File: config.mk
export PLATFORM = sky130hd
export DESIGN_NAME = commit_ctrl_flat
export DESIGN_NICKNAME = d
export VERILOG_FILES = /design/src/rtl/commit_ctrl_pkg.sv /design/src/rtl/commit_ctrl_if.sv /design/src/rtl/commit_ctrl.sv /design/src/flat_wrapper.sv
export SDC_FILE = /design/constraint.sdc
export NUM_CORES = 1
export LEC_CHECK = 0
export ABC_AREA = 1
export BUFFER_PORTS_ARGS = -buffer_cell sky130_fd_sc_hd__buf_2
export CAP_MARGIN = 20
export CORE_MARGIN = 10
export CORE_UTILIZATION = 38
export DETAILED_ROUTE_END_ITERATION = 8
export PLACE_DENSITY = 0.71
export SLEW_MARGIN = 20
export SYNTH_ARGS = -nofsm -noshare
export SYNTH_HDL_FRONTEND = slang
export SYNTH_SLANG_ARGS = --single-unit
File: constraint.sdc
create_clock -name clk -period 5.4 [get_ports clk]
set_input_delay 0.81 -clock clk [delete_from_list [all_inputs] [get_ports clk]]
set_output_delay 0.81 -clock clk [all_outputs]
set_load 0.01 [all_outputs]
File: src/rtl/commit_ctrl_pkg.sv
// Shared widths and encodings for the in-order commit sequencer.
// Head kinds and commit-FSM state codes live here so the RTL and bench agree.
package commit_ctrl_pkg;

  localparam int REG_LEN  = 5;
  localparam int ROB_LEN  = 5;
  localparam int DATA_LEN = 32;

  typedef enum logic [1:0] {
    KIND_REG    = 2'b00,
    KIND_STORE  = 2'b01,
    KIND_BRANCH = 2'b10,
    KIND_HALT   = 2'b11
  } kind_e;

  typedef enum logic [1:0] {
    CS_IDLE       = 2'b00,
    CS_STORE_WAIT = 2'b01,
    CS_RECOVER    = 2'b10,
    CS_HALT       = 2'b11
  } state_e;

endpackage

File: src/rtl/commit_ctrl_if.sv
// Bundle between the ROB head, regfile unlock port, LSB and the commit sequencer.
// master = commit_ctrl side, slave = ROB/regfile/LSB side.
interface commit_ctrl_if;
  import commit_ctrl_pkg::*;

  logic                ready;
  logic                head_valid;
  logic                head_done;
  kind_e               head_kind;
  logic [REG_LEN-1:0]  head_rd;
  logic [ROB_LEN-1:0]  head_robpos;
  logic [DATA_LEN-1:0] head_val;
  logic                head_mispredict;
  logic [DATA_LEN-1:0] head_target;
  logic                st_done;

  logic                rob_pop;
  logic                unlock;
  logic [REG_LEN-1:0]  unlock_rd;
  logic [ROB_LEN-1:0]  unlock_robpos;
  logic [DATA_LEN-1:0] unlock_val;
  logic                st_commit;
  logic [ROB_LEN-1:0]  st_robpos;
  logic                flush;
  logic [DATA_LEN-1:0] flush_pc;
  logic                halted;
  logic [31:0]         commit_cnt;

  modport master (
    input  ready, head_valid, head_done, head_kind, head_rd, head_robpos,
           head_val, head_mispredict, head_target, st_done,
    output rob_pop, unlock, unlock_rd, unlock_robpos, unlock_val,
           st_commit, st_robpos, flush, flush_pc, halted, commit_cnt
  );

  modport slave (
    output ready, head_valid, head_done, head_kind, head_rd, head_robpos,
           head_val, head_mispredict, head_target, st_done,
    input  rob_pop, unlock, unlock_rd, unlock_robpos, unlock_val,
           st_commit, st_robpos, flush, flush_pc, halted, commit_cnt
  );

endinterface

File: src/rtl/commit_ctrl.sv
// In-order commit sequencer: retires at most one ROB head entry per decision,
// driving regfile unlock, store commit handshake, mispredict flush and halt.
module commit_ctrl
  import commit_ctrl_pkg::*;
(
  input  logic          clk,
  input  logic          reset,
  commit_ctrl_if.master bus
);

  state_e              state_q, state_d;
  logic                rob_pop_q, rob_pop_d;
  logic                unlock_q, unlock_d;
  logic [REG_LEN-1:0]  unlock_rd_q, unlock_rd_d;
  logic [ROB_LEN-1:0]  unlock_robpos_q, unlock_robpos_d;
  logic [DATA_LEN-1:0] unlock_val_q, unlock_val_d;
  logic                st_commit_q, st_commit_d;
  logic [ROB_LEN-1:0]  st_robpos_q, st_robpos_d;
  logic                flush_q, flush_d;
  logic [DATA_LEN-1:0] flush_pc_q, flush_pc_d;
  logic                halted_q, halted_d;
  logic [31:0]         commit_cnt_q, commit_cnt_d;
  logic                commit_ok;

  // The pop guard keeps a head that the ROB has not yet removed from retiring twice.
  assign commit_ok = bus.ready && bus.head_valid && bus.head_done && !rob_pop_q;

  always_comb begin
    // NOTE: every _d gets a default (hold for state/payloads, 0 for pulses) before
    // the case below, so no path leaves a signal unassigned and infers a latch.
    state_d         = state_q;
    rob_pop_d       = 1'b0;
    unlock_d        = 1'b0;
    flush_d         = 1'b0;
    unlock_rd_d     = unlock_rd_q;
    unlock_robpos_d = unlock_robpos_q;
    unlock_val_d    = unlock_val_q;
    st_commit_d     = st_commit_q;
    st_robpos_d     = st_robpos_q;
    flush_pc_d      = flush_pc_q;
    halted_d        = halted_q;
    commit_cnt_d    = commit_cnt_q;

    unique case (state_q)
      CS_IDLE: begin
        if (commit_ok) begin
          unique case (bus.head_kind)
            KIND_REG, KIND_BRANCH: begin
              rob_pop_d    = 1'b1;
              commit_cnt_d = commit_cnt_q + 32'd1;
              if (bus.head_rd != '0) begin
                unlock_d        = 1'b1;
                unlock_rd_d     = bus.head_rd;
                unlock_robpos_d = bus.head_robpos;
                unlock_val_d    = bus.head_val;
              end
              if (bus.head_kind == KIND_BRANCH && bus.head_mispredict) begin
                flush_d    = 1'b1;
                flush_pc_d = bus.head_target;
                state_d    = CS_RECOVER;
              end
            end
            KIND_STORE: begin
              st_commit_d = 1'b1;
              st_robpos_d = bus.head_robpos;
              state_d     = CS_STORE_WAIT;
            end
            KIND_HALT: begin
              rob_pop_d    = 1'b1;
              commit_cnt_d = commit_cnt_q + 32'd1;
              halted_d     = 1'b1;
              state_d      = CS_HALT;
            end
          endcase
        end
      end
      CS_STORE_WAIT: begin
        if (bus.ready && bus.st_done) begin
          st_commit_d  = 1'b0;
          rob_pop_d    = 1'b1;
          commit_cnt_d = commit_cnt_q + 32'd1;
          state_d      = CS_IDLE;
        end
      end
      CS_RECOVER: begin
        if (bus.ready) state_d = CS_IDLE;
      end
      CS_HALT: begin
        state_d = CS_HALT;
      end
    endcase
  end

  // Async reset clears every output at once; the LSB relies on st_commit
  // dropping without a clock to discard an in-flight store.
  always_ff @(posedge clk or posedge reset) begin
    if (reset) begin
      state_q         <= CS_IDLE;
      rob_pop_q       <= 1'b0;
      unlock_q        <= 1'b0;
      unlock_rd_q     <= '0;
      unlock_robpos_q <= '0;
      unlock_val_q    <= '0;
      st_commit_q     <= 1'b0;
      st_robpos_q     <= '0;
      flush_q         <= 1'b0;
      flush_pc_q      <= '0;
      halted_q        <= 1'b0;
      commit_cnt_q    <= '0;
    end else begin
      state_q         <= state_d;
      rob_pop_q       <= rob_pop_d;
      unlock_q        <= unlock_d;
      unlock_rd_q     <= unlock_rd_d;
      unlock_robpos_q <= unlock_robpos_d;
      unlock_val_q    <= unlock_val_d;
      st_commit_q     <= st_commit_d;
      st_robpos_q     <= st_robpos_d;
      flush_q         <= flush_d;
      flush_pc_q      <= flush_pc_d;
      halted_q        <= halted_d;
      commit_cnt_q    <= commit_cnt_d;
    end
  end

  assign bus.rob_pop       = rob_pop_q;
  assign bus.unlock        = unlock_q;
  assign bus.unlock_rd     = unlock_rd_q;
  assign bus.unlock_robpos = unlock_robpos_q;
  assign bus.unlock_val    = unlock_val_q;
  assign bus.st_commit     = st_commit_q;
  assign bus.st_robpos     = st_robpos_q;
  assign bus.flush         = flush_q;
  assign bus.flush_pc      = flush_pc_q;
  assign bus.halted        = halted_q;
  assign bus.commit_cnt    = commit_cnt_q;

endmodule

File: src/flat_wrapper.sv
// flat-port wrapper written by rule: the top's interface ports become plain ports
module commit_ctrl_flat import commit_ctrl_pkg::*;
  (clk, reset, bus_ready, bus_head_valid, bus_head_done, bus_head_kind, bus_head_rd, bus_head_robpos, bus_head_val, bus_head_mispredict, bus_head_target, bus_st_done, bus_rob_pop, bus_unlock, bus_unlock_rd, bus_unlock_robpos, bus_unlock_val, bus_st_commit, bus_st_robpos, bus_flush, bus_flush_pc, bus_halted, bus_commit_cnt);
  commit_ctrl_if bus_i ();
  input  logic clk;
  input  logic reset;
  input wire logic [$bits(bus_i.ready)-1:0] bus_ready;
  input wire logic [$bits(bus_i.head_valid)-1:0] bus_head_valid;
  input wire logic [$bits(bus_i.head_done)-1:0] bus_head_done;
  input wire logic [$bits(bus_i.head_kind)-1:0] bus_head_kind;
  input wire logic [$bits(bus_i.head_rd)-1:0] bus_head_rd;
  input wire logic [$bits(bus_i.head_robpos)-1:0] bus_head_robpos;
  input wire logic [$bits(bus_i.head_val)-1:0] bus_head_val;
  input wire logic [$bits(bus_i.head_mispredict)-1:0] bus_head_mispredict;
  input wire logic [$bits(bus_i.head_target)-1:0] bus_head_target;
  input wire logic [$bits(bus_i.st_done)-1:0] bus_st_done;
  output wire logic [$bits(bus_i.rob_pop)-1:0] bus_rob_pop;
  output wire logic [$bits(bus_i.unlock)-1:0] bus_unlock;
  output wire logic [$bits(bus_i.unlock_rd)-1:0] bus_unlock_rd;
  output wire logic [$bits(bus_i.unlock_robpos)-1:0] bus_unlock_robpos;
  output wire logic [$bits(bus_i.unlock_val)-1:0] bus_unlock_val;
  output wire logic [$bits(bus_i.st_commit)-1:0] bus_st_commit;
  output wire logic [$bits(bus_i.st_robpos)-1:0] bus_st_robpos;
  output wire logic [$bits(bus_i.flush)-1:0] bus_flush;
  output wire logic [$bits(bus_i.flush_pc)-1:0] bus_flush_pc;
  output wire logic [$bits(bus_i.halted)-1:0] bus_halted;
  output wire logic [$bits(bus_i.commit_cnt)-1:0] bus_commit_cnt;
  assign bus_i.ready = bus_ready;
  assign bus_i.head_valid = bus_head_valid;
  assign bus_i.head_done = bus_head_done;
  assign bus_i.head_kind = bus_head_kind;
  assign bus_i.head_rd = bus_head_rd;
  assign bus_i.head_robpos = bus_head_robpos;
  assign bus_i.head_val = bus_head_val;
  assign bus_i.head_mispredict = bus_head_mispredict;
  assign bus_i.head_target = bus_head_target;
  assign bus_i.st_done = bus_st_done;
  assign bus_rob_pop = bus_i.rob_pop;
  assign bus_unlock = bus_i.unlock;
  assign bus_unlock_rd = bus_i.unlock_rd;
  assign bus_unlock_robpos = bus_i.unlock_robpos;
  assign bus_unlock_val = bus_i.unlock_val;
  assign bus_st_commit = bus_i.st_commit;
  assign bus_st_robpos = bus_i.st_robpos;
  assign bus_flush = bus_i.flush;
  assign bus_flush_pc = bus_i.flush_pc;
  assign bus_halted = bus_i.halted;
  assign bus_commit_cnt = bus_i.commit_cnt;
  commit_ctrl u_core (.clk(clk), .reset(reset), .bus(bus_i));
endmodule
* Word-level counts from Yosys, hierarchy flattened
Cells that the tools add are included.
** Cells by class
- Add/subtract/negate cells :: 1
- Eq/ne operators :: 12
- Multiplexer cells :: 26
- Reductions and logical operators :: 19
** Operator list (number)
- 32-bit two-way mux :: 3
- 32-bit case mux with 2 select lines :: 1
- 32-bit by 1-bit adder with 32-bit output, second input constant :: 1
- 4-bit AND reduction :: 5
- 1-bit two-way mux :: 14
- 2-bit equality test, second input constant :: 4
- 2-bit two-way mux :: 4
- 2-bit case mux with 4 select lines :: 1
- 2-bit inequality test, second input constant :: 3
- 2-bit case mux with 3 select lines :: 1
- 3-bit AND reduction :: 2
- 1-bit logical AND :: 5
- 5-bit nonzero test :: 1
- 2-bit by 1-bit equality test with 1-bit output, second input constant :: 2
- 2-bit zero test :: 2
- 2-bit by 1-bit inequality test with 1-bit output, second input constant :: 2
- 1-bit case mux with 2 select lines :: 2
- 3-bit by 2-bit inequality test with 1-bit output, second input constant :: 1
- 3-bit OR reduction :: 1
- 2-bit nonzero test :: 1
- 2-bit OR reduction :: 1
- 1-bit zero test :: 1
** Storage, ports and cells
- Flip-flop bits (word level) :: 118
- Input port bits :: 83
- Output and inout port bits :: 116
- Word-level logic and storage cells :: 70

* Depth between registers and ports, before layout
Gate-level depths: netlist of run 1.
- Word-level depth :: 6
- Depth in mapped cells :: 10
- Mapped depth without buffers :: 9

* Least setup slack after synthesis of run 1
No wires, ideal clock.
- Path kind :: input to register
- Start point :: in bus_head_done
- End point :: reg u_core.commit_cnt_q[7], in the netlist u_core.bus.commit_cnt[7]
- Library setup time :: 123 ps
- Arrival :: 1587 ps
- Required time :: 5277 ps
- Path slack :: 3690 ps
- Cell stages on the path :: 8
- Path buffers :: 1
- Path through :: nand2_1 -> nor2_8 -> nand2_4 -> nand2_4 -> buf_12 -> inv_2 -> o21ai_0 -> nand2_1
** On the way
- Longest elaborated chain between the ends :: 4
** RTL lines
- from (decl) :: RTL line flat_wrapper.sv:9 : input wire logic [$bits(bus_i.head_done)-1:0] bus_head_done;
- 1-bit logical AND (2 in a row) :: RTL line commit_ctrl.sv:26 : assign commit_ok = bus.ready && bus.head_valid && bus.head_done && !rob_pop_q;
- 2-bit by 1-bit inequality test with 1-bit output (no source line)
- 4-bit AND reduction (no source line)
- to (signal assigned) :: RTL line commit_ctrl.sv:122 : commit_cnt_q <= commit_cnt_d;
- to (decl) :: RTL line commit_ctrl.sv:22 : logic [31:0] commit_cnt_q, commit_cnt_d;
No other way between the ends.
A chain may end at the register's enable or synchronous reset.

* Final worst setup path of run 1
- Start point :: in bus_ready
- End point :: reg u_core.flush_pc_q[30], in the netlist u_core.bus.flush_pc[30]
** On the way
- Longest elaborated chain between the ends :: 4
** RTL lines
- from (decl) :: RTL line flat_wrapper.sv:7 : input wire logic [$bits(bus_i.ready)-1:0] bus_ready;
- 1-bit logical AND (3 in a row) :: RTL line commit_ctrl.sv:26
- 4-bit AND reduction (no source line)
- to (signal assigned) :: RTL line commit_ctrl.sv:120 : flush_pc_q <= flush_pc_d;
- to (decl) :: RTL line commit_ctrl.sv:20 : logic [DATA_LEN-1:0] flush_pc_q, flush_pc_d;
No other way between the ends.

==> results of run 1 <==
==> synth_stat cells (all sizes together) <==
cell and n:
nand4 7, o21ai 24, a21oi 5, dfrtp 118, nand2 319, xnor2 9
nor2 40, o21bai 1, and3 1, nand3b 13, inv 37, a31o 1
nand3 14, xor2 1, nor3 5, buf 14, clkbuf 4, ha 1
==> cell families (layout without fill, tap and decap cells) <==
family	after synthesis	in the layout
AND/OR/NAND/NOR	399	399
flip-flops	118	118
buffers and inverters	55	267
AO/OA/AOI/OAI	31	31
XOR/XNOR	10	10
adder cells (fa/ha/maj)	1	1
==> state kept, by name (all words and copies together), names as in the netlist <==
signal                    flops
u_core.bus.st_commit          1
u_core.bus.commit_cnt        32
u_core.bus.flush_pc          32
u_core.bus.flush              1
u_core.bus.unlock             1
u_core.bus.unlock_rd          5
u_core.bus.halted             1
u_core.bus.unlock_val        32
u_core.bus.st_robpos          5
u_core.bus.rob_pop            1
u_core.state_q                2
u_core.bus.unlock_robpos      5
==> path summary, 6_finish.rpt <==
| kind | startpoint | endpoint | slack, ns |
|---|---|---|---|
| hold / removal | u_core.bus.st_commit$_DFFE_PP0P_ | u_core.bus.st_commit$_DFFE_PP0P_ | 0.46 |
| hold reg to reg | u_core.bus.st_commit$_DFFE_PP0P_ | u_core.bus.st_commit$_DFFE_PP0P_ | 0.46 |
| max in group asynchronous | reset | u_core.bus.unlock_val[17]$_DFFE_PP0P_ | 3.86 |
| setup reg to reg | u_core.state_q[1]$_DFFE_PP0P_ | u_core.bus.flush_pc[30]$_DFFE_PP0P_ | 3.29 |
| setup / recovery | bus_ready | u_core.bus.flush_pc[30]$_DFFE_PP0P_ | 3.23 |
| min in group asynchronous | reset | u_core.bus.unlock_val[16]$_DFFE_PP0P_ | 0.51 |
==> where the power goes <==
group	internal (W)	total (W)	leakage [nW]	switching (W)
clock	0.000706	0.00108	0.277	0.000378
combinational	0.000357	0.000874	2.07	0.000517
sequential	0.00117	0.00132	1.55	0.000156
total	0.00223	0.00328	3.90	0.00105
==> layout make-up <==
cell class / instances / area share
clock buffers: 21 / 0.0684
clock inverters: 9 / 0.0149
inverters: 37 / 0.0209
multi-input cells: 441 / 0.289
flip-flops and latches: 118 / 0.429
well taps: 176 / 0.0320
repair buffers: 200 / 0.146
==> tightest hold or removal path, cell delays in order (launching register included) <==
cell,delay (ns)
dfrtp_1,0.34
nand2_1,0.05
nand2_1,0.04
==> routing by layer <==
| metal | share of wire | track usage | routed length [um] | vias to the layer above |
|---|---|---|---|---|
| met1 | 0.43 | 0.195 | 6370 | 2090 |
| met3 | 0.094 | 0.0557 | 1400 | 13 |
| li1 | - | - | - | 2311 |
| met2 | 0.47 | 0.245 | 6960 | 151 |
| met4 | 0.0082 | 0.0439 | 122 | 0 |
| met5 | 0 | 0 | 0 | - |
==> metrics by stage <==
stage,area [um^2],util,std cells,setup slack [ns]
after floorplan,5220,-,614,1.46
after global placement,6310,0.472,972,2.84
after detailed placement,6310,0.472,972,2.80
after CTS,6880,0.515,1002,3.22
after global routing,6880,0.516,1002,3.06
final,6880,0.516,1002,3.23
==> impl_metrics.toml, run 1 <==
[synth]
yosysTopAreaCell = "dfrtp_1"
synth.cell_area_um2 = 5220
yosysWarnings = 0
synth_xor_area_frac = 0.0168
synth_top_family_by_area = "simple AND/OR/NAND/NOR gates"
synthAdderAreaFrac = 0.00240
yosys.area_share.simple = 0.326
synth_top_area_frac = 0.566
synth_cell_types = 31
ys_seq_area_frac = 0.566
synth_compound_area_frac = 0.0352
yosys_register_bits = 118
postSynthAreaPerCell_um2 = 8.50
syn_inst = 614
muxShareOfSynthArea = 0
syn-num-nets = 698
ys_top_cells_by_area = "dfrtp_1, nand2_1, inv_1"

[die]
initial_core_util = 0.391
pin_count = 199
die_area_um2 = 18800
die_h_um = 137
core_area_um2 = 13300
die_w_um = 137
rows = 42

[global_routing]
first_global_vias = 4426
antenna_found_initial = 0
overflow = 0
grt_max_degree = 81
grt_pass1_wl_um = 22900
track_usage = 0.155

[power_and_ir_drop]
peakVddDrop_mv = 0.174
total_power_w = 0.00328
powerDensity_nw_per_um2 = 477
leakage_nw = 3.90

[clocking]
clock_latency_ns = 0.40
clkSlewWorstSetupHoldPaths_ns = 0.05
cts_resized = 0
cts_setup_buffers = 0
root_buffer = "clkbuf_16"
clkSinkCount = 118
cts_tree = "yes"
numCtsBuffers = 17
postCtsHoldBufs = 0
clockBufferDepth = 2
h-tree-depth = 4

[timing]
setup_viol = 0
maxSlewViolCount = 0
tightestPinTransition_ns = 0.941
whs_ns = 0.464
worst_clock_skew_ns = 0.00741
max_slew_margin = 0.372
setup_tns_ns = 0
post-route-period-util = 0.401
rsz0062_at_grt = "no"
hold_viol = 0
clock.fmax_ghz = 0.461
period_minus_slack_ns = 2.17

[route]
viasPerCell = 4.56
routed_wl_um = 14900
post_drt_wl_per_cell_um = 14.8
antenna_left = 0
drt_iter0_markers = 265
drc = 0
num_vias = 4565
drt_pass1_iterations = 4

[worst_setup_path]
cp_num_buf_inv = 2
reg2reg_depth = 7
critPathTopFamily = "simple AND/OR/NAND/NOR gates"
path_cells = "buf_2 > nand2_2 > nor2_8 > nand4_4 > inv_2 > nand2_1 > nand2_1"
crit_path_top_delay_cell = "inv_2"
crit_type = "input port to flip-flop"
cp-start-kind = "input port"
crit_path_frequent_cell = "nand2_1"
cp.arrival_ns = 2.51
cp.depth = 7
max_stage_delay_ns = 0.62
cp-end-kind = "flip-flop"
worstPathRequired_ns = 5.74
path_max_fanout = 33

[final_layout]
ff_latch_area_um2 = 2950
fin_nets = 899
drive_above_1_share = 0.311
multi_input_area_um2 = 1990
fill_cells = 1265
areaGrowthSynthToFinish_pct = 31.9
antenna_cells = 0
final_common_cell = "nand2_1"
final_cell_mix = "nand2_1, buf_2, dfrtp_1, inv_1, nor2_1"

[hold_path]
worstHoldPathType = "flip-flop to flip-flop"
hold_depth = 2

[run]
drv_cap = 0

[outcome]
status = "finished clean"

[placed_design]
gp_routability_congestion = 0.863
port_buffers = 198
post-dp-hpwl_um = 11200
Power figures use the tool's default switching activity.
==> run 2, diff against run 1 <==
==> constraint.sdc (replaced) <==
create_clock -name clk -period 2.2 [get_ports clk]
set_input_delay 0.33 -clock clk [delete_from_list [all_inputs] [get_ports clk]]
set_output_delay 0.33 -clock clk [all_outputs]
set_load 0.01 [all_outputs]
==> run 2 against run 1 <==
  * The flow now finishes with violations (hold timing)
  * Global-route usage shrank 0.068 points
  * Non-clock buffer count grew 3
  * Die area is the same
  * Clock skew is essentially flat
  * Critical path depth grew 1
  * Utilization grew 0.82 points
  * Critical path type is now flip-flop to flip-flop
  * Critical endpoint is now u_core.bus.commit_cnt[19]$_DFFE_PP0P_
  * Largest power group unchanged
==> impl_metrics.toml, run 2 (same netlist as run 1, synthesis figures left out) <==
[die]
rows = 42
die_area_um2 = 18800
core_area_um2 = 13300
die_w_um = 137
initial_core_util = 0.391
die_h_um = 137
pin_count = 199

[global_routing]
track_usage = 0.154
grt_max_degree = 62
grt_pass1_wl_um = 22800
first_global_vias = 4438
antenna_found_initial = 0
overflow = 0

[worst_setup_path]
cp.arrival_ns = 1.95
worstReg2RegEnd = "u_core.bus.commit_cnt[19]$_DFFE_PP0P_"
max_stage_delay_ns = 0.41
cp-end-kind = "flip-flop"
cp-start-kind = "flip-flop"
rrSetupSlack_ns = 0.54
path_max_fanout = 21
r2r_start = "u_core.state_q[1]$_DFFE_PP0P_"
crit_path_top_delay_cell = "dfrtp_1"
worstPathRequired_ns = 2.49
reg2reg_depth = 8
path_cells = "inv_2 > nand2_2 > nor2_4 > nand2_4 > nand2_4 > nand2_1 > o21ai_0 > nand2_1"
crit_type = "flip-flop to flip-flop"

[route]
num_vias = 4624
post_drt_wl_per_cell_um = 14.6
drt_iter0_markers = 239
antenna_left = 0
drc = 0
routed_wl_um = 14700
viasPerCell = 4.59
drt_pass1_iterations = 5

[clocking]
numCtsBuffers = 17
clock_latency_ns = 0.40
root_buffer = "clkbuf_16"
clkSlewWorstSetupHoldPaths_ns = 0.05
h-tree-depth = 4
clockBufferDepth = 2
cts_resized = 0
clkSinkCount = 118
cts_setup_buffers = 0
cts_tree = "yes"
postCtsHoldBufs = 0

[timing]
max_slew_margin = 0.536
maxSlewViolCount = 0
post-route-period-util = 0.756
rsz0062_at_grt = "no"
worst_clock_skew_ns = 0.00756
setup_tns_ns = 0
clock.fmax_ghz = 0.601
period_minus_slack_ns = 1.66
whs_ns = -0.00386
setup_viol = 0
hold_viol = 2
tightestPinTransition_ns = 0.696

[final_layout]
drive_above_1_share = 0.316
design_area_um2 = 6990
final_cell_mix = "nand2_1, buf_2, dfrtp_1, inv_1, nor2_1"
final_common_cell = "nand2_1"
antenna_cells = 0
areaGrowthSynthToFinish_pct = 33.9
fin_nets = 902

[outcome]
violations = "hold timing"
status = "finished with violations"

[power_and_ir_drop]
leakage_nw = 3.96
peakVddDrop_mv = 0.422
total_power_w = 0.00834
powerDensity_nw_per_um2 = 1190

[placed_design]
port_buffers = 198
placed_cell_area_um2 = 6340
gp_routability_congestion = 0.849
post-dp-hpwl_um = 11200

[run]
drv_cap = 0

[hold_path]
worstHoldPathType = "input port to async pin"
run 2: cell count changes in the layout (fill, tap and decap cells not counted), sizes merged:
cell      previous run  this run
buf                200       203
clkbuf              21        25
inv                 37        36
clkinv               4         3
bufinv               2         3
clkinvlp             3         2
run 2: where the power goes:
part           leakage [nW]  internal (W)  switching [W]
Combinational          2.09      0.000883        0.00126
Clock                 0.321       0.00202       0.000920
Sequential             1.55       0.00287       0.000388
Total                  3.96       0.00577        0.00257
run 2: critical path, delay by kind of cell (launching register included):
| kind | cells | cell delay, ns |
|---|---|---|
| AO/OA/AOI/OAI | 1 | 0.19 |
| buffers and inverters | 1 | 0.09 |
| flip-flops | 1 | 0.41 |
| AND/OR/NAND/NOR | 6 | 0.85 |
run 2: final cells by class:
type                       instances  area, um^2
tap                              176         220
clock buffer                      25         536
timing repair buffer             203        1040
sequential                       118        2950
inverter                          37         143
clock inverter                     7         113
fill                            1261        6360
multi-input combinational        441        1990
run 2: worst max-delay path by stage:
| stage | from | endpoint | slack (ns) | cells past startpoint |
|---|---|---|---|---|
| finish | u_core.state_q[1]$_DFFE_PP0P_ | u_core.bus.commit_cnt[19]$_DFFE_PP0P_ | 0.54 | 8 |
| floorplan | reset | u_core.bus.commit_cnt[0]$_DFFE_PP0P_ | 0.43 | 1 |
| global placement | bus_ready | u_core.bus.commit_cnt[27]$_DFFE_PP0P_ | 0.56 | 8 |
| global route | u_core.state_q[1]$_DFFE_PP0P_ | u_core.bus.commit_cnt[19]$_DFFE_PP0P_ | 0.32 | 8 |
| detailed placement | u_core.state_q[1]$_DFFE_PP0P_ | u_core.bus.commit_cnt[13]$_DFFE_PP0P_ | 0.53 | 8 |
| CTS | u_core.state_q[1]$_DFFE_PP0P_ | u_core.bus.commit_cnt[13]$_DFFE_PP0P_ | 0.52 | 8 |
run 2: metal layers:
metal,global-route usage,routed length (um),part of all wire,vias to the layer above
met5,0,0,0,-
met2,0.239,6800,0.46,177
met4,0.0515,123,0.0083,0
met1,0.196,6540,0.44,2120
li1,-,-,-,2317
met3,0.0539,1280,0.087,10
run 2: through the flow:
stage	utilization	setup WS, ns	instances	hold slack, ns
6_report	0.524	0.537	1007	-0.00386
5_1_grt	0.524	0.317	1007	0.0141
4_1_cts	0.524	0.522	1007	0.0248
3_5_place_dp	0.475	0.531	975	0.459
3_3_place_gp	0.475	0.564	975	0.452
2_1_floorplan	-	0.429	614	0.440
